File: src/rtl/ex_mem_stage_if.sv
// Bundle between the ID/EX register, the execute stage and the EX/MEM register.
// The master side drives the ID/EX controls and consumes the EX/MEM results.
interface ex_mem_stage_if #(
    parameter int N = 32
);
    logic         Stall_i;
    logic         Flush_i;
    logic         Valid_i;
    logic [N-1:0] RD1_i;
    logic [N-1:0] RD2_i;
    logic [N-1:0] Extend_i;
    logic         RF_WE_i;
    logic [3:0]   A3_i;
    logic         BranchSelect_i;
    logic         ALUOpBSelect_i;
    logic [1:0]   ALUControl_i;
    logic         SetFlags_i;
    logic         MemWE_i;
    logic         WBSelect_i;

    logic [N-1:0] ALUResult_o;
    logic [N-1:0] WriteData_o;
    logic         RF_WE_o;
    logic [3:0]   A3_o;
    logic         MemWE_o;
    logic         WBSelect_o;
    logic         Valid_o;
    logic [3:0]   Flags_o;
    logic         BranchTaken_o;
    logic [N-1:0] BranchTarget_o;

    modport master (
        output Stall_i, Flush_i, Valid_i, RD1_i, RD2_i, Extend_i, RF_WE_i, A3_i,
               BranchSelect_i, ALUOpBSelect_i, ALUControl_i, SetFlags_i, MemWE_i, WBSelect_i,
        input  ALUResult_o, WriteData_o, RF_WE_o, A3_o, MemWE_o, WBSelect_o, Valid_o,
               Flags_o, BranchTaken_o, BranchTarget_o
    );

    modport slave (
        input  Stall_i, Flush_i, Valid_i, RD1_i, RD2_i, Extend_i, RF_WE_i, A3_i,
               BranchSelect_i, ALUOpBSelect_i, ALUControl_i, SetFlags_i, MemWE_i, WBSelect_i,
        output ALUResult_o, WriteData_o, RF_WE_o, A3_o, MemWE_o, WBSelect_o, Valid_o,
               Flags_o, BranchTaken_o, BranchTarget_o
    );
endinterface

File: src/rtl/ex_mem_stage.sv
// Execute stage: operand-B mux, 4-op ALU with NZCV flags, branch resolve,
// and the EX/MEM pipeline register with flush/stall/bubble handling.
module ex_mem_stage #(
    parameter int N = 32
) (
    input logic           CLK,
    input logic           RST,
    ex_mem_stage_if.slave bus
);
    typedef enum logic [1:0] {
        ALU_ADD = 2'b00,
        ALU_SUB = 2'b01,
        ALU_AND = 2'b10,
        ALU_ORR = 2'b11
    } alu_op_e;

    typedef struct packed {
        logic n;
        logic z;
        logic c;
        logic v;
    } nzcv_t;

    logic [N-1:0] op_b;
    logic [N:0]   wide_sum;
    logic [N-1:0] alu_result;
    nzcv_t        flags_q;
    nzcv_t        flags_next;
    logic         live;

    // Reset is folded in so a branch never fires while the core is held in reset.
    assign live = RST & bus.Valid_i & ~bus.Flush_i & ~bus.Stall_i;
    assign op_b = bus.ALUOpBSelect_i ? bus.Extend_i : bus.RD2_i;

    // NOTE: every always_comb output gets a default first so no path leaves it
    // unassigned; otherwise synthesis infers a latch.
    always_comb begin
        wide_sum     = '0;
        alu_result   = '0;
        flags_next   = flags_q;
        unique case (alu_op_e'(bus.ALUControl_i))
            ALU_ADD: begin
                wide_sum     = {1'b0, bus.RD1_i} + {1'b0, op_b};
                alu_result   = wide_sum[N-1:0];
                flags_next.c = wide_sum[N];
                flags_next.v = (bus.RD1_i[N-1] == op_b[N-1]) &&
                               (alu_result[N-1] != bus.RD1_i[N-1]);
            end
            ALU_SUB: begin
                // A + ~B + 1: carry out is set exactly when no borrow occurs.
                wide_sum     = {1'b0, bus.RD1_i} + {1'b0, ~op_b} + {{N{1'b0}}, 1'b1};
                alu_result   = wide_sum[N-1:0];
                flags_next.c = wide_sum[N];
                flags_next.v = (bus.RD1_i[N-1] != op_b[N-1]) &&
                               (alu_result[N-1] != bus.RD1_i[N-1]);
            end
            ALU_AND: alu_result = bus.RD1_i & op_b;
            ALU_ORR: alu_result = bus.RD1_i | op_b;
            default: alu_result = '0;
        endcase
        flags_next.n = alu_result[N-1];
        flags_next.z = (alu_result == '0);
    end

    assign bus.BranchTaken_o  = live & bus.BranchSelect_i;
    assign bus.BranchTarget_o = alu_result;
    assign bus.Flags_o        = flags_q;

    // NOTE: sequential state uses non-blocking assignments so every register
    // samples pre-edge values regardless of statement order.
    always_ff @(posedge CLK or negedge RST) begin
        if (!RST) begin
            flags_q <= '0;
        end else if (live && bus.SetFlags_i) begin
            flags_q <= flags_next;
        end
    end

    always_ff @(posedge CLK or negedge RST) begin
        if (!RST) begin
            bus.ALUResult_o <= '0;
            bus.WriteData_o <= '0;
            bus.RF_WE_o     <= 1'b0;
            bus.A3_o        <= '0;
            bus.MemWE_o     <= 1'b0;
            bus.WBSelect_o  <= 1'b0;
            bus.Valid_o     <= 1'b0;
        end else if (bus.Flush_i) begin
            bus.ALUResult_o <= '0;
            bus.WriteData_o <= '0;
            bus.RF_WE_o     <= 1'b0;
            bus.A3_o        <= '0;
            bus.MemWE_o     <= 1'b0;
            bus.WBSelect_o  <= 1'b0;
            bus.Valid_o     <= 1'b0;
        end else if (!bus.Stall_i) begin
            bus.ALUResult_o <= alu_result;
            bus.WriteData_o <= bus.RD2_i;
            bus.RF_WE_o     <= bus.RF_WE_i & bus.Valid_i;
            bus.A3_o        <= bus.A3_i;
            bus.MemWE_o     <= bus.MemWE_i & bus.Valid_i;
            bus.WBSelect_o  <= bus.WBSelect_i;
            bus.Valid_o     <= bus.Valid_i;
        end
    end
endmodule

File: src/flat_wrapper.sv
// flat-port wrapper written by rule: the top's interface ports become plain ports
module ex_mem_stage_flat 
#(
    parameter int N = 32
)
  (CLK, RST, bus_Stall_i, bus_Flush_i, bus_Valid_i, bus_RD1_i, bus_RD2_i, bus_Extend_i, bus_RF_WE_i, bus_A3_i, bus_BranchSelect_i, bus_ALUOpBSelect_i, bus_ALUControl_i, bus_SetFlags_i, bus_MemWE_i, bus_WBSelect_i, bus_ALUResult_o, bus_WriteData_o, bus_RF_WE_o, bus_A3_o, bus_MemWE_o, bus_WBSelect_o, bus_Valid_o, bus_Flags_o, bus_BranchTaken_o, bus_BranchTarget_o);
  ex_mem_stage_if #(.N(N)) bus_i ();
  input logic CLK;
  input logic RST;
  input wire logic [$bits(bus_i.Stall_i)-1:0] bus_Stall_i;
  input wire logic [$bits(bus_i.Flush_i)-1:0] bus_Flush_i;
  input wire logic [$bits(bus_i.Valid_i)-1:0] bus_Valid_i;
  input wire logic [$bits(bus_i.RD1_i)-1:0] bus_RD1_i;
  input wire logic [$bits(bus_i.RD2_i)-1:0] bus_RD2_i;
  input wire logic [$bits(bus_i.Extend_i)-1:0] bus_Extend_i;
  input wire logic [$bits(bus_i.RF_WE_i)-1:0] bus_RF_WE_i;
  input wire logic [$bits(bus_i.A3_i)-1:0] bus_A3_i;
  input wire logic [$bits(bus_i.BranchSelect_i)-1:0] bus_BranchSelect_i;
  input wire logic [$bits(bus_i.ALUOpBSelect_i)-1:0] bus_ALUOpBSelect_i;
  input wire logic [$bits(bus_i.ALUControl_i)-1:0] bus_ALUControl_i;
  input wire logic [$bits(bus_i.SetFlags_i)-1:0] bus_SetFlags_i;
  input wire logic [$bits(bus_i.MemWE_i)-1:0] bus_MemWE_i;
  input wire logic [$bits(bus_i.WBSelect_i)-1:0] bus_WBSelect_i;
  output wire logic [$bits(bus_i.ALUResult_o)-1:0] bus_ALUResult_o;
  output wire logic [$bits(bus_i.WriteData_o)-1:0] bus_WriteData_o;
  output wire logic [$bits(bus_i.RF_WE_o)-1:0] bus_RF_WE_o;
  output wire logic [$bits(bus_i.A3_o)-1:0] bus_A3_o;
  output wire logic [$bits(bus_i.MemWE_o)-1:0] bus_MemWE_o;
  output wire logic [$bits(bus_i.WBSelect_o)-1:0] bus_WBSelect_o;
  output wire logic [$bits(bus_i.Valid_o)-1:0] bus_Valid_o;
  output wire logic [$bits(bus_i.Flags_o)-1:0] bus_Flags_o;
  output wire logic [$bits(bus_i.BranchTaken_o)-1:0] bus_BranchTaken_o;
  output wire logic [$bits(bus_i.BranchTarget_o)-1:0] bus_BranchTarget_o;
  assign bus_i.Stall_i = bus_Stall_i;
  assign bus_i.Flush_i = bus_Flush_i;
  assign bus_i.Valid_i = bus_Valid_i;
  assign bus_i.RD1_i = bus_RD1_i;
  assign bus_i.RD2_i = bus_RD2_i;
  assign bus_i.Extend_i = bus_Extend_i;
  assign bus_i.RF_WE_i = bus_RF_WE_i;
  assign bus_i.A3_i = bus_A3_i;
  assign bus_i.BranchSelect_i = bus_BranchSelect_i;
  assign bus_i.ALUOpBSelect_i = bus_ALUOpBSelect_i;
  assign bus_i.ALUControl_i = bus_ALUControl_i;
  assign bus_i.SetFlags_i = bus_SetFlags_i;
  assign bus_i.MemWE_i = bus_MemWE_i;
  assign bus_i.WBSelect_i = bus_WBSelect_i;
  assign bus_ALUResult_o = bus_i.ALUResult_o;
  assign bus_WriteData_o = bus_i.WriteData_o;
  assign bus_RF_WE_o = bus_i.RF_WE_o;
  assign bus_A3_o = bus_i.A3_o;
  assign bus_MemWE_o = bus_i.MemWE_o;
  assign bus_WBSelect_o = bus_i.WBSelect_o;
  assign bus_Valid_o = bus_i.Valid_o;
  assign bus_Flags_o = bus_i.Flags_o;
  assign bus_BranchTaken_o = bus_i.BranchTaken_o;
  assign bus_BranchTarget_o = bus_i.BranchTarget_o;
  ex_mem_stage #(.N(N)) u_core (.CLK(CLK), .RST(RST), .bus(bus_i));
endmodule
File: config.mk
export PLATFORM = sky130hd
export DESIGN_NAME = ex_mem_stage_flat
export DESIGN_NICKNAME = d
export VERILOG_FILES = /design/src/rtl/ex_mem_stage_if.sv /design/src/rtl/ex_mem_stage.sv /design/src/flat_wrapper.sv
export SDC_FILE = /design/constraint.sdc
export NUM_CORES = 1
export LEC_CHECK = 0
export CORE_MARGIN = 3
export CORE_UTILIZATION = 40
export DETAILED_ROUTE_END_ITERATION = 8
export GPL_TIMING_DRIVEN = 0
export PLACE_DENSITY = 0.67
export SLEW_MARGIN = 15
export SYNTH_ARGS = -nofsm -noshare
export SYNTH_HDL_FRONTEND = slang
export SYNTH_SLANG_ARGS = --single-unit
File: constraint.sdc
create_clock -name CLK -period 8.8 [get_ports CLK]
set_input_delay 1.76 -clock CLK [delete_from_list [all_inputs] [get_ports CLK]]
set_output_delay 1.76 -clock CLK [all_outputs]
set_load 0.03 [all_outputs]
==> impl_metrics.toml, run 1 <==
[routing]
detail-route-antenna-nets = 0
drt_iter0_markers = 711
vias = 8700
routed_wl_um = 31670
wl_per_cell_um = 20.16
routed_via_density = 5.538
route.detailed.drc = 0
firstDrtPassIters = 5

[timing]
max_freq_mhz = 116.9
layout_min_cycle_time_ns = 8.556
worst_pin_slew_ns = 1.053
finClkSkew_ns = 0
slew_violations = 0
rsz0062_at_grt = "false"
whs_ns = 0.4847
finalSetupViolCount = 0
hold_viol_final = 0
max_slew_margin = 0.2904
period_share = 0.9723

[final_layout]
synthToLayoutAreaGrowth_pct = 33.00
drive_gt1_frac = 0.04167
final_core_util = 0.5442
fin_nets = 1527
antennaDiodeCount = 0
layout.cells.non_filler = 1571

[yosys]
ys_seq_elements = 76
syn_nets = 1299
synth-edff-count = 0
syn_area_um2 = 8656
synthFlopType = "dfrtp_1"
yosys_warnings = 0
seq_area_frac_synth = 0.2197
synthCells = 1063
avgSynthCellArea_um2 = 8.143
async_flop_share = 1.000
synth_cell_types = 69

[placement]
port_buffers = 216
dp_cells = 1555
dp_hpwl_um = 25380
place.gp.congestion = 0.9816

[clocking]
cts-htree-levels = 3
cts_tree = "yes"
cts.sinks = 76
cts.path.max_buffers = 2
numCtsBuffers = 9
post-cts-setup-buffers = 0
root_buffer = "clkbuf_16"
clkLatencyLatePin_ns = 0.35
clkTransAtPathRegs_ns = 0.06

[critical_path]
max_stage_delay_ns = 0.78
r2r-end = "u_core.bus.MemWE_o"
reg2reg_from = "u_core.bus.MemWE_o"
crit_path_start_kind = "input pin"
cp-end-kind = "output pin"
r2r_setup_slack_ns = 8.05
ff2ff_path_depth = 2
worstPathRequired_ns = 7.04
cp.arrival_ns = 6.80
crit_fanout = 10
worst-setup-path-type = "in -> out"
worstPathCellList = "clkbuf_1, clkbuf_4, mux2i_1, inv_1, ha_1, inv_1, fa_1, and2b_1, o31a_1, a2bb2oi_1, a21oi_1, o31a_1, a2bb2oi_1, a211oi_1, a31oi_1, xnor2_1, mux2i_1, clkdlybuf4s50_1"
cp_slowest_cell = "clkdlybuf4s50_1"

[worst_hold_path]
min_path_cells = 2
min-delay-start = "u_core.bus.Flags_o[3]"
min_to = "u_core.bus.Flags_o[3]"
hp-class = "reg -> reg"

[grt]
grt_pass1_wl_um = 49730
grt_max_degree = 49
antenna_found_initial = 0
grt_pass1_vias = 8882
grt_overflow = 0
track_usage = 0.2663

[pwr]
vdd_ir_drop_max_mv = 0.09155
leakage_nw = 5.340
powerDensity_nw_per_um2 = 140.0

[floorplanning]
rows = 53
dieHeight_um = 153.1
io_pins = 222
initial_core_util = 0.4092
die_w_um = 153.1
core_um2 = 21150
die_area_um2 = 23440

[status]
run_status = "completed"

[run]
max-cap-violations = 0
worst max-delay path, delay by kind of cell:
family	cells	cell delay (ns)
AND/OR/NAND/NOR	1	0.23
XOR/XNOR	1	0.10
AO/OA/AOI/OAI	7	1.93
multiplexers	2	0.56
buffers and inverters	5	1.59
adder cells (fa/ha/maj)	2	0.62
power breakdown:
| group | leakage [nW] | switching, mW | internal, mW |
|---|---|---|---|
| clock | 0.129 | 0.161 | 0.198 |
| combinational | 4.20 | 0.514 | 0.346 |
| sequential | 1.01 | 0.0152 | 0.377 |
worst max path at each step:
stage | startpoint | endpoint | slack [ns]
final | bus_ALUOpBSelect_i | bus_BranchTarget_o[26] | 0.24
after global routing | bus_ALUOpBSelect_i | bus_BranchTarget_o[28] | 0.05
after CTS | bus_ALUOpBSelect_i | bus_BranchTarget_o[31] | 0.01
after detailed placement | bus_ALUOpBSelect_i | bus_BranchTarget_o[28] | -0.60
after global placement | bus_ALUOpBSelect_i | bus_BranchTarget_o[28] | -0.63
after floorplan | bus_ALUOpBSelect_i | bus_BranchTarget_o[28] | 1.16
cells by family after synthesis:
logic type | synth area share
AO/OA/AOI/OAI | 0.1824
AND/OR/NAND/NOR | 0.1674
adder cells (fa/ha/maj) | 0.1795
flip-flops | 0.2197
multiplexers | 0.1360
buffers and inverters | 0.06938
XOR/XNOR | 0.04553
what timing repair did:
action | in CTS | in global routing
pin swaps | 0 | 0
hold buffers | 0 | 0
cloned | 0 | 0
gates resized for setup | 12 | 12
setup endpoints to repair | 8 | 5
final cells by class:
| class | count | area (µm²) |
|---|---|---|
| clock inverter | 4 | 25.02 |
| multi-input combinational | 828 | 6205 |
| buffer | 41 | 167.7 |
| fill | 1984 | 9642 |
| tap | 275 | 344.1 |
| timing repair buffer | 217 | 2180 |
| sequential | 76 | 1902 |
| clock buffer | 12 | 246.5 |
| inverter | 118 | 442.9 |
synth_stat cells (all sizes together), types with 6 or more instances:
| cell type | n | area (µm²) |
|---|---|---|
| o221ai | 7 | 61.31 |
| buf | 11 | 45.05 |
| o211ai | 13 | 97.59 |
| clkbuf | 30 | 112.6 |
| o21ai | 50 | 254.0 |
| a211oi | 8 | 60.06 |
| nor2b | 18 | 112.6 |
| a21oi | 78 | 390.4 |
| o21a | 6 | 45.04 |
| a31oi | 10 | 62.56 |
| mux4 | 9 | 202.7 |
| inv | 118 | 442.9 |
| xor2 | 11 | 96.34 |
| nor2 | 125 | 469.2 |
| xnor2 | 34 | 297.8 |
| dfrtp | 76 | 1902 |
| nor3 | 11 | 55.05 |
| ha | 121 | 1514 |
| nand2b | 17 | 106.4 |
| nand2 | 78 | 292.8 |
| o31ai | 7 | 52.55 |
| a21o | 8 | 60.06 |
| a221oi | 8 | 76.32 |
| nand3 | 14 | 70.07 |
| nor4 | 14 | 93.84 |
| o21bai | 10 | 75.07 |
| mux2i | 94 | 940.9 |
stage by stage:
stage	area (µm²)	power [mW]	setup slack, ns	setup TNS, ns
3_5_place_dp	11180	1.241	-0.5999	-1.783
5_1_grt	11510	1.697	0.04798	0
2_1_floorplan	8656	0.9194	1.161	0
6_report	11510	1.611	0.2439	0
3_3_place_gp	11160	1.235	-0.6257	-1.891
4_1_cts	11490	1.607	0.009901	0
placed cells by master (no fill, tap or decap), types with 7 or more instances in the layout:
master,Yosys,layout
o21ai_0,41,40
inv_1,117,117
dfrtp_1,76,76
clkdlybuf4s50_1,0,215
nor4_1,13,12
buf_1,10,7
a21o_1,8,8
a211oi_1,8,8
o211ai_1,13,13
clkbuf_16,0,9
ha_1,121,121
o221ai_1,7,7
o21ai_1,8,9
o21bai_1,10,10
o31ai_1,7,7
xnor2_1,34,34
a21oi_1,78,78
nor2b_1,18,18
mux4_2,9,9
clkbuf_1,30,31
xor2_1,11,11
nand2b_1,17,17
nand2_1,78,78
mux2i_1,94,90
nor2_1,125,125
nor3_1,11,11
nand3_1,14,14
a31oi_1,10,10
sequential cells by signal, indices dropped and copies added, names as in the netlist:
signal and count:
u_core.bus.WriteData_o 32, u_core.bus.MemWE_o 1, u_core.bus.ALUResult_o 32, u_core.bus.Valid_o 1, u_core.bus.A3_o 4, u_core.bus.RF_WE_o 1, u_core.bus.Flags_o 4, u_core.bus.WBSelect_o 1
per-layer routing:
metal / wire [µm] / global-route usage
met5: 0 / 0
met4: 957 / 0.07255
met1: 13560 / 0.3455
met3: 1957 / 0.04502
met2: 15190 / 0.4589
No activity file was read; power rests on OpenSTA's default activity.
==> run 2, diff against run 1 <==
Settings changed: ABC_AREA set to 1, PLACE_DENSITY 0.67 to 0.66.
Clock period 8.8 ns to 9.5 ns, I/O delays scaled along.
==> run 2 against run 1 <==
Net effect:
- the run now ends with DRC left
- register-to-register slack improved by 0.69 ns
- total power decreased by 6.1%
- cell area increased by 12%
- synthesized cell count up 57%
- core utilization decreased by 1.7 points
- sequential power shrank 7.7%
- sequential share of layout area decreased by 1.8 points
- clock-buffer cell count is 2 lower
- flip-flop and latch count did not move
- cell count up 42%
- worst setup slack better by 1.1 ns
==> impl_metrics.toml, run 2 <==
[timing]
worst_pin_slew_ns = 1.104
max_slew_margin = 0.2564
layout_min_cycle_time_ns = 8.126
max_freq_mhz = 123.1
slew_violations = 0
tns_ns = 0
finClkSkew_ns = 0
rsz0062_at_grt = "false"
fin_ws_ns = 1.374
finalSetupViolCount = 0
hold_viol_final = 0
period_share = 0.8554

[placement]
dp_cells = 2219
dpl_cell_area_um2 = 12620
place_ws_ns = 1.478
port_buffers = 220
place.gp.congestion = 1.013
dp_hpwl_um = 35890

[final_layout]
final_cell_mix = "nand2_1, inv_1, clkdlybuf4s50_1"
reg_top3 = "u_core.bus.ALUResult_o: 32 flops, u_core.bus.WriteData_o: 32 flops"
layout.cells.non_filler = 2235
antennaDiodeCount = 0
final_area_um2 = 12900
final_common_cell = "nand2_1"
synthToLayoutAreaGrowth_pct = 29.14
fin_nets = 2142
drive_gt1_frac = 0.03244

[grt]
grt.busiest_layer = "met2"
grt_overflow = 0
grt_max_degree = 58
grt_pass1_vias = 10700
met2_usage = 0.4947
met1_usage = 0.4319
antenna_found_initial = 0
met3_usage = 0.04212
grt_pass1_wl_um = 62390
track_usage = 0.3077

[routing]
vias = 11500
wl_per_cell_um = 18.80
routed_wl_um = 42020
routed_via_density = 5.146
detail-route-antenna-nets = 0
route.detailed.drc = 1
drt_iter0_markers = 959
firstDrtPassIters = 9

[floorplanning]
rows = 57
initial_core_util = 0.4085
core_um2 = 24460
die_w_um = 164.1
dieHeight_um = 164.1
die_area_um2 = 26910
io_pins = 222

[pwr]
switchingPower_uw = 695.8
powerDensity_nw_per_um2 = 117.2
vdd_ir_drop_max_mv = 0.1106
power_frac_seq = 0.240
p_sw_frac = 0.4601
leakage_nw = 7.094
power_frac_comb = 0.548
clock_power_share = 0.212
p_int_uw = 816.4

[yosys]
synthCells = 1674
yosys-top-cells-area = "dfrtp_1, nand2_1, ha_1, inv_1, nand3_1"
yosysMostFrequentCell = "nand2_1"
synth_cell_types = 44
ys_seq_elements = 76
yosys_warnings = 0
synth-edff-count = 0
synthFlopType = "dfrtp_1"
yosysTopAreaCellShare = 0.1903
synth_common_cells = "nand2_1, inv_1, nor2_1"
seq_area_frac_synth = 0.1903
avgSynthCellArea_um2 = 5.969
syn_area_um2 = 9992
syn_nets = 1910
synth_top_area_cell = "dfrtp_1"
async_flop_share = 1.000

[worst_hold_path]
hp-class = "reg -> reg"
min_to = "u_core.bus.ALUResult_o[3]"
min_path_cells = 2
min-delay-start = "u_core.bus.ALUResult_o[3]"

[critical_path]
cp.arrival_ns = 6.23
ff2ff_path_depth = 1
reg2reg_from = "u_core.bus.WriteData_o[15]"
worst-setup-path-type = "in -> out"
worstPathRequired_ns = 7.60
crit_fanout = 10
r2r_setup_slack_ns = 8.74
r2r-end = "u_core.bus.WriteData_o[15]"
cp-startpoint = "bus_ALUOpBSelect_i"
cp-end-kind = "output pin"
crit_path_start_kind = "input pin"

[status]
violations = "DRC"
run_status = "finished, violations left"

[clocking]
numCtsBuffers = 9
post-cts-setup-buffers = 0
clkTransAtPathRegs_ns = 0.06
cts.path.max_buffers = 2
clkLatencyLatePin_ns = 0.34
cts.sinks = 76
postCtsResizedCells = 0
cts_tree = "yes"
root_buffer = "clkbuf_16"
cts-htree-levels = 3
cts_hold_buffers = 0

[run]
max-cap-violations = 0
-- run 2: worst max-delay path: stages --
cell	delay (ns)
clkbuf_1	0.35
clkbuf_1	0.51
o21ai_0	0.29
inv_1	0.14
ha_1	0.15
inv_1	0.10
fa_1	0.42
nand2_1	0.13
nand2_1	0.12
nand3_1	0.11
nand2_1	0.11
nand2_1	0.08
nand3_1	0.21
nand2_1	0.15
nand3_1	0.07
nand3_1	0.11
nand2_1	0.09
nor2_1	0.46
inv_1	0.11
clkdlybuf4s50_1	0.62
-- run 2: kinds of logic after synthesis --
kind of cell,Yosys count,synth area share
DFF,76,0.1903
xor gates and xnor gates,4,0.003506
AOI/OAI and AO/OA,239,0.1481
adders and majority gates,123,0.1555
and+or+nand+nor,822,0.3452
buffers and inverters,410,0.1573
-- run 2: per-layer routing --
metal  vias up  routed length (µm)
met5         -                   0
met4         0                1040
met3        58                3524
met2       472               18500
met1      5303               18960
li1       5668                   -
-- run 2: how the worst max path moves through the flow --
stage | endpoint | slack [ns] | cells past startpoint
6_report | bus_BranchTarget_o[22] | 1.37 | 20
5_1_grt | bus_BranchTarget_o[22] | 1.13 | 20
4_1_cts | bus_BranchTarget_o[22] | 1.47 | 20
3_5_place_dp | bus_BranchTarget_o[22] | 1.48 | 20
3_3_place_gp | bus_BranchTarget_o[22] | 1.53 | 20
2_1_floorplan | bus_BranchTarget_o[24] | 3.31 | 18
-- run 2: layout make-up --
type | instances | area, µm²
well taps | 324 | 405.4
multi-input cells | 1188 | 6519
plain buffers | 37 | 171.4
repair buffers | 221 | 2227
inverters | 373 | 1400
flip-flops and latches | 76 | 1902
clock inverters | 6 | 40.04
fillers | 2532 | 11560
clock buffers | 10 | 239.0
-- run 2: power groups by stage --
stage          Combinational (mW)  Sequential, mW  Clock (mW)
3_3_place_gp                0.807           0.367           0
2_1_floorplan               0.438           0.415           0
6_report                    0.829           0.362       0.321
5_1_grt                     0.902           0.365       0.338
3_5_place_dp                0.814           0.368           0
4_1_cts                     0.817           0.362       0.319
-- run 2: metrics by stage --
step                      power, mW  hold slack (ns)  utilization
after floorplan              0.8533           0.6533            -
after global routing          1.605           0.5009       0.5275
after CTS                     1.499           0.4865       0.5275
after global placement        1.174           0.4655       0.5151
after detailed placement      1.182           0.4724       0.5161
final                         1.512           0.4838       0.5275
==> run 3, diff against run 2 <==
Settings changed: GPL_TIMING_DRIVEN 0 to unset.
==> run 3 against run 2 <==
Net effect:
- the flow now finishes without violations
- via count decreased by 0.75%
- flip-flop and latch count unchanged
- combinational power decreased by 1%
- cell count decreased by 1.4%
- clock skew unchanged
- core utilization decreased by 0.50 points
- wire length decreased by 4.3%
- non-clock buffer count decreased by 31
- register-to-register slack about the same
- worst setup slack improved by 0.22 ns
- total power increased by 0.17%
==> impl_metrics.toml, run 3 (same netlist as run 2, synthesis figures left out) <==
[clocking]
cts_hold_buffers = 0
numCtsBuffers = 9
root_buffer = "clkbuf_16"
post-cts-setup-buffers = 0
cts-htree-levels = 3
clkTransAtPathRegs_ns = 0.05
clkLatencyLatePin_ns = 0.33
cts.sinks = 76
cts.path.max_buffers = 2
postCtsResizedCells = 0
cts_tree = "yes"

[timing]
max_freq_mhz = 126.5
max_slew_margin = 0.3415
rsz0062_at_grt = "false"
worst_pin_slew_ns = 0.9863
tns_ns = 0
layout_min_cycle_time_ns = 7.906
slew_violations = 0
period_share = 0.8322
hold_viol_final = 0
finClkSkew_ns = 0
finalSetupViolCount = 0

[critical_path]
worstPathCellList = "buf_2, buf_4, o21ai_0, ha_1, nor2_1, inv_1, nor2_1, inv_1, nor2_1, nand3_1, nand3_1, nand2_1, nand3_1, nand2_1, nor2_1, inv_1, clkdlybuf4s50_1"
max_stage_delay_ns = 0.70
cp-end-kind = "output pin"
r2r_setup_slack_ns = 8.75
worstPathRequired_ns = 7.60
cp_slowest_cell = "o21ai_0"
path_common_cell = "nor2_1"
crit_fanout = 49
crit_path_start_kind = "input pin"
cp.arrival_ns = 6.01
worst-setup-path-type = "in -> out"

[final_layout]
fin_nets = 2111
final_cell_mix = "nand2_1, inv_1, clkdlybuf4s50_1"
synthToLayoutAreaGrowth_pct = 27.92
final_common_cell = "nand2_1"
reg_top3 = "u_core.bus.ALUResult_o: 32 flops, u_core.bus.WriteData_o: 32 flops"
antennaDiodeCount = 0
final_area_um2 = 12780
layout.cells.non_filler = 2204
fillCellCount = 2516
final_core_util = 0.5225
drive_gt1_frac = 0.02926

[grt]
grt_overflow = 0
track_usage = 0.2927
grt_pass1_wl_um = 60260
grt_max_degree = 77
antenna_found_initial = 0
grt_pass1_vias = 10490

[placement]
dp_cells = 2188
port_buffers = 221
place.gp.congestion = 1.064
dp_hpwl_um = 33910
dpl_cell_area_um2 = 12490

[run]
max-cap-violations = 0

[pwr]
vdd_ir_drop_max_mv = 0.09052
powerDensity_nw_per_um2 = 118.5
leakage_nw = 7.048

[routing]
wl_per_cell_um = 18.24
detail-route-antenna-nets = 0
routed_wl_um = 40190
vias = 11420
drt_iter0_markers = 1061
route.detailed.drc = 0
routed_via_density = 5.179
firstDrtPassIters = 5

[floorplanning]
dieHeight_um = 164.1
io_pins = 222
core_um2 = 24460
rows = 57
die_w_um = 164.1
initial_core_util = 0.4085
die_area_um2 = 26910

[worst_hold_path]
hp-class = "reg -> reg"

[status]
run_status = "completed"
==> run 3: where the power goes <==
group	total (mW)	leakage [nW]	internal, mW	switching (mW)
Combinational	0.821	5.89	0.282	0.538
Sequential	0.362	1.01	0.348	0.0138
Clock	0.332	0.147	0.203	0.129
==> run 3: worst paths after layout <==
path / end / cells past startpoint / from
max: bus_BranchTarget_o[21] / 17 / bus_ALUOpBSelect_i
min: u_core.bus.Flags_o[3] / 2 / u_core.bus.Flags_o[3]
max reg2reg: u_core.bus.WriteData_o[15] / 1 / u_core.bus.WriteData_o[15]
min reg2reg: u_core.bus.Flags_o[3] / 2 / u_core.bus.Flags_o[3]
max in group asynchronous: u_core.bus.WriteData_o[10] / 2 / RST
min in group asynchronous: u_core.bus.ALUResult_o[21] / 2 / RST
==> run 3: cell type report <==
type | count | area, µm² | share of cell area
Multi-Input combinational cell | 1188 | 6534 | 0.5112
Timing Repair Buffer | 227 | 2250 | 0.1760
Sequential cell | 76 | 1902 | 0.1488
Inverter | 373 | 1400 | 0.1095
Tap cell | 324 | 405.4 | 0.03171
Clock buffer | 10 | 229.0 | 0.01791
Clock inverter | 6 | 62.56 | 0.004894
==> run 3: worst max-delay path, delay by kind of cell <==
family	cells	cell delay, ns
buf+inv	6	1.50
simple gates	9	1.45
compound gates	1	0.70
fa+ha+maj	1	0.45
==> run 3: through the flow <==
stage	setup WS (ns)	total power [mW]	hold WS (ns)
2_1_floorplan	3.312	0.8533	0.6533
3_3_place_gp	1.803	1.170	0.4652
3_5_place_dp	1.761	1.174	0.4696
4_1_cts	1.753	1.512	0.4848
5_1_grt	1.401	1.613	0.5068
6_report	1.594	1.515	0.4875
==> run 3: routing by layer <==
layer | share of wire | global-route usage
met1 | 0.47 | 0.4325
met2 | 0.43 | 0.4642
met3 | 0.082 | 0.02749
met4 | 0.019 | 0.06113
met5 | 0 | 0
